==> config.mk <==
export PLATFORM = sky130hd
export DESIGN_NAME = lsu_rd_wb
export DESIGN_NICKNAME = d
export VERILOG_FILES = /design/src/rtl/lsu_rd_wb.sv
export SDC_FILE = /design/constraint.sdc
export NUM_CORES = 1
export LEC_CHECK = 0
export CORE_ASPECT_RATIO = 0.5
export CORE_UTILIZATION = 25
export CTS_BUF_LIST = sky130_fd_sc_hd__clkbuf_4
export DETAILED_ROUTE_END_ITERATION = 6
export PLACE_DENSITY = 0.44
export SETUP_SLACK_MARGIN = 0.5
export SYNTH_ARGS = -nofsm -noshare
export SYNTH_HDL_FRONTEND = slang
export SYNTH_SLANG_ARGS = --single-unit
==> constraint.sdc <==
create_clock -name clk -period 19.15 [get_ports clk]
set_input_delay 5.745 -clock clk [delete_from_list [all_inputs] [get_ports clk]]
set_output_delay 5.745 -clock clk [all_outputs]
set_load 0.01 [all_outputs]
==> src/rtl/lsu_rd_wb.sv <==
// Read-return writeback stage: buffers returned AXI read beats in a small FIFO
// and drains them into the local SRAM write port, with beat counting and done/err reporting.
module lsu_rd_wb #(
   parameter int unsigned DATA_WIDTH = 64,
   parameter int unsigned SRAM_AW    = 12,
   parameter int unsigned FIFO_DEPTH = 4
) (
   input  logic                  clk,
   input  logic                  rst,
   input  logic                  start_vld,
   input  logic [7:0]            start_num,
   output logic                  start_rdy,
   input  logic                  axi_lsu_rvld,
   input  logic [DATA_WIDTH-1:0] axi_lsu_rdata,
   input  logic [1:0]            axi_lsu_rresp,
   input  logic                  axi_lsu_rlast,
   input  logic [SRAM_AW-1:0]    axi_lsu_sram_addr,
   output logic                  lsu_axi_rrdy,
   output logic                  sram_wen,
   output logic [SRAM_AW-1:0]    sram_waddr,
   output logic [DATA_WIDTH-1:0] sram_wdata,
   input  logic                  sram_wready,
   output logic                  done,
   output logic                  err,
   output logic [7:0]            beat_cnt
);

   localparam int unsigned PTR_W = $clog2(FIFO_DEPTH);
   localparam int unsigned CNT_W = PTR_W + 1;
   localparam int unsigned ENT_W = SRAM_AW + DATA_WIDTH;

   typedef enum logic [1:0] {S_IDLE, S_BUSY, S_DRAIN, S_DONE} state_t;

   state_t           r_state;
   logic [7:0]       r_num;
   logic [7:0]       r_beat_cnt;
   logic             r_err;
   logic [ENT_W-1:0] r_mem [FIFO_DEPTH];
   logic [PTR_W-1:0] r_wptr;
   logic [PTR_W-1:0] r_rptr;
   logic [CNT_W-1:0] r_fifo_cnt;

   logic w_accept;
   logic w_push;
   logic w_pop;
   logic w_unused_rlast;

   // Completion is driven by the beat count, so rlast is deliberately ignored.
   assign w_unused_rlast = axi_lsu_rlast;

   // Handshake outputs depend on registered state only.
   assign start_rdy    = (r_state == S_IDLE);
   assign lsu_axi_rrdy = (r_state == S_BUSY) && (r_fifo_cnt < CNT_W'(FIFO_DEPTH))
                         && (r_beat_cnt != r_num);
   assign sram_wen     = (r_fifo_cnt != '0);
   assign {sram_waddr, sram_wdata} = r_mem[r_rptr];
   assign done         = (r_state == S_DONE);
   assign err          = r_err;
   assign beat_cnt     = r_beat_cnt;

   assign w_accept = axi_lsu_rvld & lsu_axi_rrdy;
   assign w_push   = w_accept & (axi_lsu_rresp == 2'b00);
   assign w_pop    = sram_wen & sram_wready;

   // Command FSM with beat counting and sticky error.
   always_ff @(posedge clk or posedge rst) begin
      if (rst) begin
         r_state    <= S_IDLE;
         r_num      <= '0;
         r_beat_cnt <= '0;
         r_err      <= 1'b0;
      end else begin
         case (r_state)
            S_IDLE: begin
               if (start_vld) begin
                  r_num      <= start_num;
                  r_beat_cnt <= '0;
                  r_err      <= 1'b0;
                  r_state    <= S_BUSY;
               end
            end
            S_BUSY: begin
               if (w_accept) begin
                  r_beat_cnt <= r_beat_cnt + 8'd1;
                  if (axi_lsu_rresp != 2'b00) r_err <= 1'b1;
               end
               // Leave on the final accept itself so DRAIN follows the last beat directly.
               if ((r_beat_cnt == r_num) || (w_accept && ((r_beat_cnt + 8'd1) == r_num)))
                  r_state <= S_DRAIN;
            end
            S_DRAIN: begin
               if ((r_fifo_cnt == '0) || ((r_fifo_cnt == CNT_W'(1)) && w_pop))
                  r_state <= S_DONE;
            end
            S_DONE: r_state <= S_IDLE;
            default: r_state <= S_IDLE;
         endcase
      end
   end

   // Writeback FIFO; pointers wrap naturally since depth is a power of two.
   always_ff @(posedge clk or posedge rst) begin
      if (rst) begin
         r_wptr     <= '0;
         r_rptr     <= '0;
         r_fifo_cnt <= '0;
         for (int i = 0; i < int'(FIFO_DEPTH); i++) r_mem[i] <= '0;
      end else begin
         if (w_push) begin
            r_mem[r_wptr] <= {axi_lsu_sram_addr, axi_lsu_rdata};
            r_wptr        <= r_wptr + PTR_W'(1);
         end
         if (w_pop) r_rptr <= r_rptr + PTR_W'(1);
         case ({w_push, w_pop})
            2'b10:   r_fifo_cnt <= r_fifo_cnt + CNT_W'(1);
            2'b01:   r_fifo_cnt <= r_fifo_cnt - CNT_W'(1);
            default: r_fifo_cnt <= r_fifo_cnt;
         endcase
      end
   end

endmodule

==> metrics.csv <==
stage;metric;value;unit
routing;viasPerCell;4.30;
critical_path;worstPathArrival;3.84;ns
hold_path;holdCritStartpoint;r_mem[202];
finish;fillers;6006;
clock_tree;cts_num_sinks;330;
run_status;failed_checks;design-rule violations;
routing;first_iter_violations;380;
finish;multiInputGateArea;0.00674;sq mm
clock_tree;cts_setup_buffers;0;
die;initial_core_util;0.254;
yosys;syn_area;0.0156;sq mm
yosys;synth_top_family_by_area;multiplexers;
sta;hold_violations;0;
routing;drt_pass1_iterations;6;
yosys;synthSimpleGateAreaFrac;0.0199;
yosys;synthMuxAreaShare;0.374;
critical_path;crit_type;flip-flop to primary output;
yosys;ys_ff_latch;330;
finish;utilization;0.310;
sta;finClkSkew;0.0249;ns
yosys;synth_top_cell_by_area;dfrtp_1;
pwr;p_leak;9.07;nW
global_route;grt_pass1_vias;10100;
finish;regArea;0.00827;sq mm
die;fp.dieH;179;microns
hold_path;hold_class;flip-flop to flip-flop;
clock_tree;cts_tree;done;
die;io_pins;181;
yosys;postSynthAreaPerCell;17.3;sq um
finish;drive_above_1_share;0.459;
pwr;power_density;131;mW/mm^2
sta;holdWs;0.500;ns
yosys;synthDistinctLibCells;44;
yosys;yosysTopAreaCellShare;0.529;
clock_tree;cts.path.max_buffers;3;
die;die_area;0.0635;sq mm
yosys;ys_seq_area_frac;0.529;
yosys;syn-instance-count;902;
yosys;synth_fp_nets;1008;
yosys;synthXorXnorAreaFrac;0.0101;
sta;finalMaxSlewViolations;0;
die;die_w;355;microns
clock_tree;cts_hold_buf;0;
global_route;grt.total_usage;0.126;
clock_tree;cts_buffers;88;
die;core_region_area;0.0614;sq mm
clock_tree;cts-resized-gates;0;
yosys;yosys-top-cells-area;dfrtp_1 53%, mux2_4 15%, mux2_2 11%;
yosys;ys_warn_count;0;
run_status;status;finished with violations;
finish;area_growth;21.8;%
sta;slew_headroom;0.276;
critical_path;crit_fanout;43;
critical_path;worstPathRequired;13.40;ns
sta;tightest_slew;1.09;ns
clock_tree;h-tree-depth;3;
global_route;grt_max_degree;107;
sta;fin_ws;9.57;ns
flow_run;max_cap_viol_count;0;
sta;finalSetupViolCount;0;
sta;fmax;104;MHz
placement;dp_slack;10.05;ns
placement;hpwl;23.4;mm
sta;fin_setup_tns;0;ns
critical_path;startpoint_type;flip-flop;
clock_tree;clock_latency;0.74;ns
die;num_rows;64;
critical_path;r2r_start;beat_cnt[3];
finish;fin_nets;1231;
routing;drc;2;
yosys;synthAdderAreaFrac;0.0112;
pwr;peakVddDrop;52.4;uV
pwr;fin_total_pwr;0.00250;W
critical_path;end_kind;primary output;
sta;fin_crit;9.58;ns
critical_path;crit_path_start;r_rptr[0];
global_route;grt_overflow;0;
placement;io_buffers;179;
routing;avgRoutedWirePerCell;19.4;microns
placement;routabilityCongestion;0.739;
clock_tree;clk_pin_slew;0.06;ns
routing;drt.antenna.violating_nets;0;
clock_tree;cts_root_buffer;clkbuf_4;
global_route;antenna_found_initial;1;
yosys;synth-compound-area-share;0.0158;
routing;wl;39.0;mm
sta;rsz0062_at_grt;false;
sta;period_share;0.501;
global_route;grt_first_pass_wirelength;60.9;mm
routing;vias;8656;
[layer usage]
layer  vias up  track usage  part of all wire
li1       3855            -                 -
met1      4572        0.147              0.41
met2       148        0.223              0.53
met3        81       0.0306             0.036
met4         0       0.0467             0.024
met5         -            0                 0
[per-stage QoR]
stage / area, sq um / std cells
detailed placement: 17900 / 1860
global placement: 17900 / 1860
CTS: 19000 / 2012
floorplan: 15600 / 902
global route: 19000 / 2013
finish: 19000 / 2013
[cells in the final DEF (no fill, tap or decap), types with 4 or more instances in the layout]
cell type / instances
dfrtp_1: 328
clkdlybuf4s50_1: 179
mux2_4: 160
mux2_2: 153
clkbuf_4: 135
mux4_2: 76
ha_1: 14
clkinv_1: 14
nand2_1: 13
o21ai_0: 11
xnor2_1: 9
xor2_1: 9
inv_1: 9
buf_4: 9
nand3_1: 7
nor2_1: 6
a21oi_1: 5
o211ai_1: 5
nand3_4: 4
nand2b_1: 4
[cells by family after synthesis]
logic type                 count (synthesis)
AOI/OAI and AO/OA                         35
DFF                                      330
and+or+nand+nor                           50
adders and majority gates                 14
xor gates and xnor gates                  18
muxes                                    390
buffers and inverters                     65
[registers in the layout (all words and copies together), names as in the netlist]
| signal | flops |
|---|---|
| r_mem | 304 |
| beat_cnt | 8 |
| r_num | 8 |
| r_fifo_cnt | 3 |
| r_rptr | 2 |
| r_state | 2 |
| r_wptr | 2 |
| err | 1 |
[worst paths after layout]
path                                  end  slack (ns)  cells after the start
setup / recovery           sram_wdata[37]        9.57                      3
hold / removal                 r_mem[202]        0.50                      1
setup reg to reg               r_mem[219]       15.48                      6
hold reg to reg                r_mem[202]        0.50                      1
max in group asynchronous       r_mem[82]       11.18                      4
min in group asynchronous       r_mem[35]        5.54                      2
[area by class of cell]
cell class,instances,share of cell area
Timing Repair Buffer,188,0.0977
Multi-Input combinational cell,507,0.354
Clock inverter,17,0.00368
Inverter,10,0.00237
Clock buffer,135,0.0533
Sequential cell,330,0.434
Antenna cell,1,0.000132
Tap cell,825,0.0543
[report_power, final]
group / switching [W] / internal, W
combinational: 0.000317 / 0.000530
clock: 0.000301 / 0.000318
sequential: 0.000147 / 0.000885
total: 0.000764 / 0.00173
[cells in the mapped netlist]
library cell	instances
dfrtp_1	330
mux2_4	160
mux2_2	153
mux4_2	76
buf_12	20
ha_1	14
nand2_1	13
buf_4	12
clkbuf_1	12
o21ai_0	11
inv_1	10
xnor2_1	9
xor2_1	9
buf_1	7
nand3_1	7
nor2_1	6
a21oi_1	5
o211ai_1	5
nand2b_1	4
nand3_4	4
buf_2	3
or3_1	3
or4_1	3
a22o_1	2
a31oi_1	2
and3_1	2
nor2b_1	2
o2111ai_1	2
a211o_1	1
a32o_1	1
and2_1	1
buf_6	1
mux2i_1	1
nand4_1	1
nor3_1	1
nor3b_1	1
nor4_1	1
o211a_4	1
o21a_1	1
o31ai_1	1
o32a_1	1
o32ai_1	1
o41a_1	1
or4_4	1
[critical path, stage by stage (launching register included)]
cell and delay [ns]:
dfrtp_4 0.98, buf_4 0.89, mux4_2 0.61, clkdlybuf4s50_1 0.54
(Power assumes the default switching activity.)
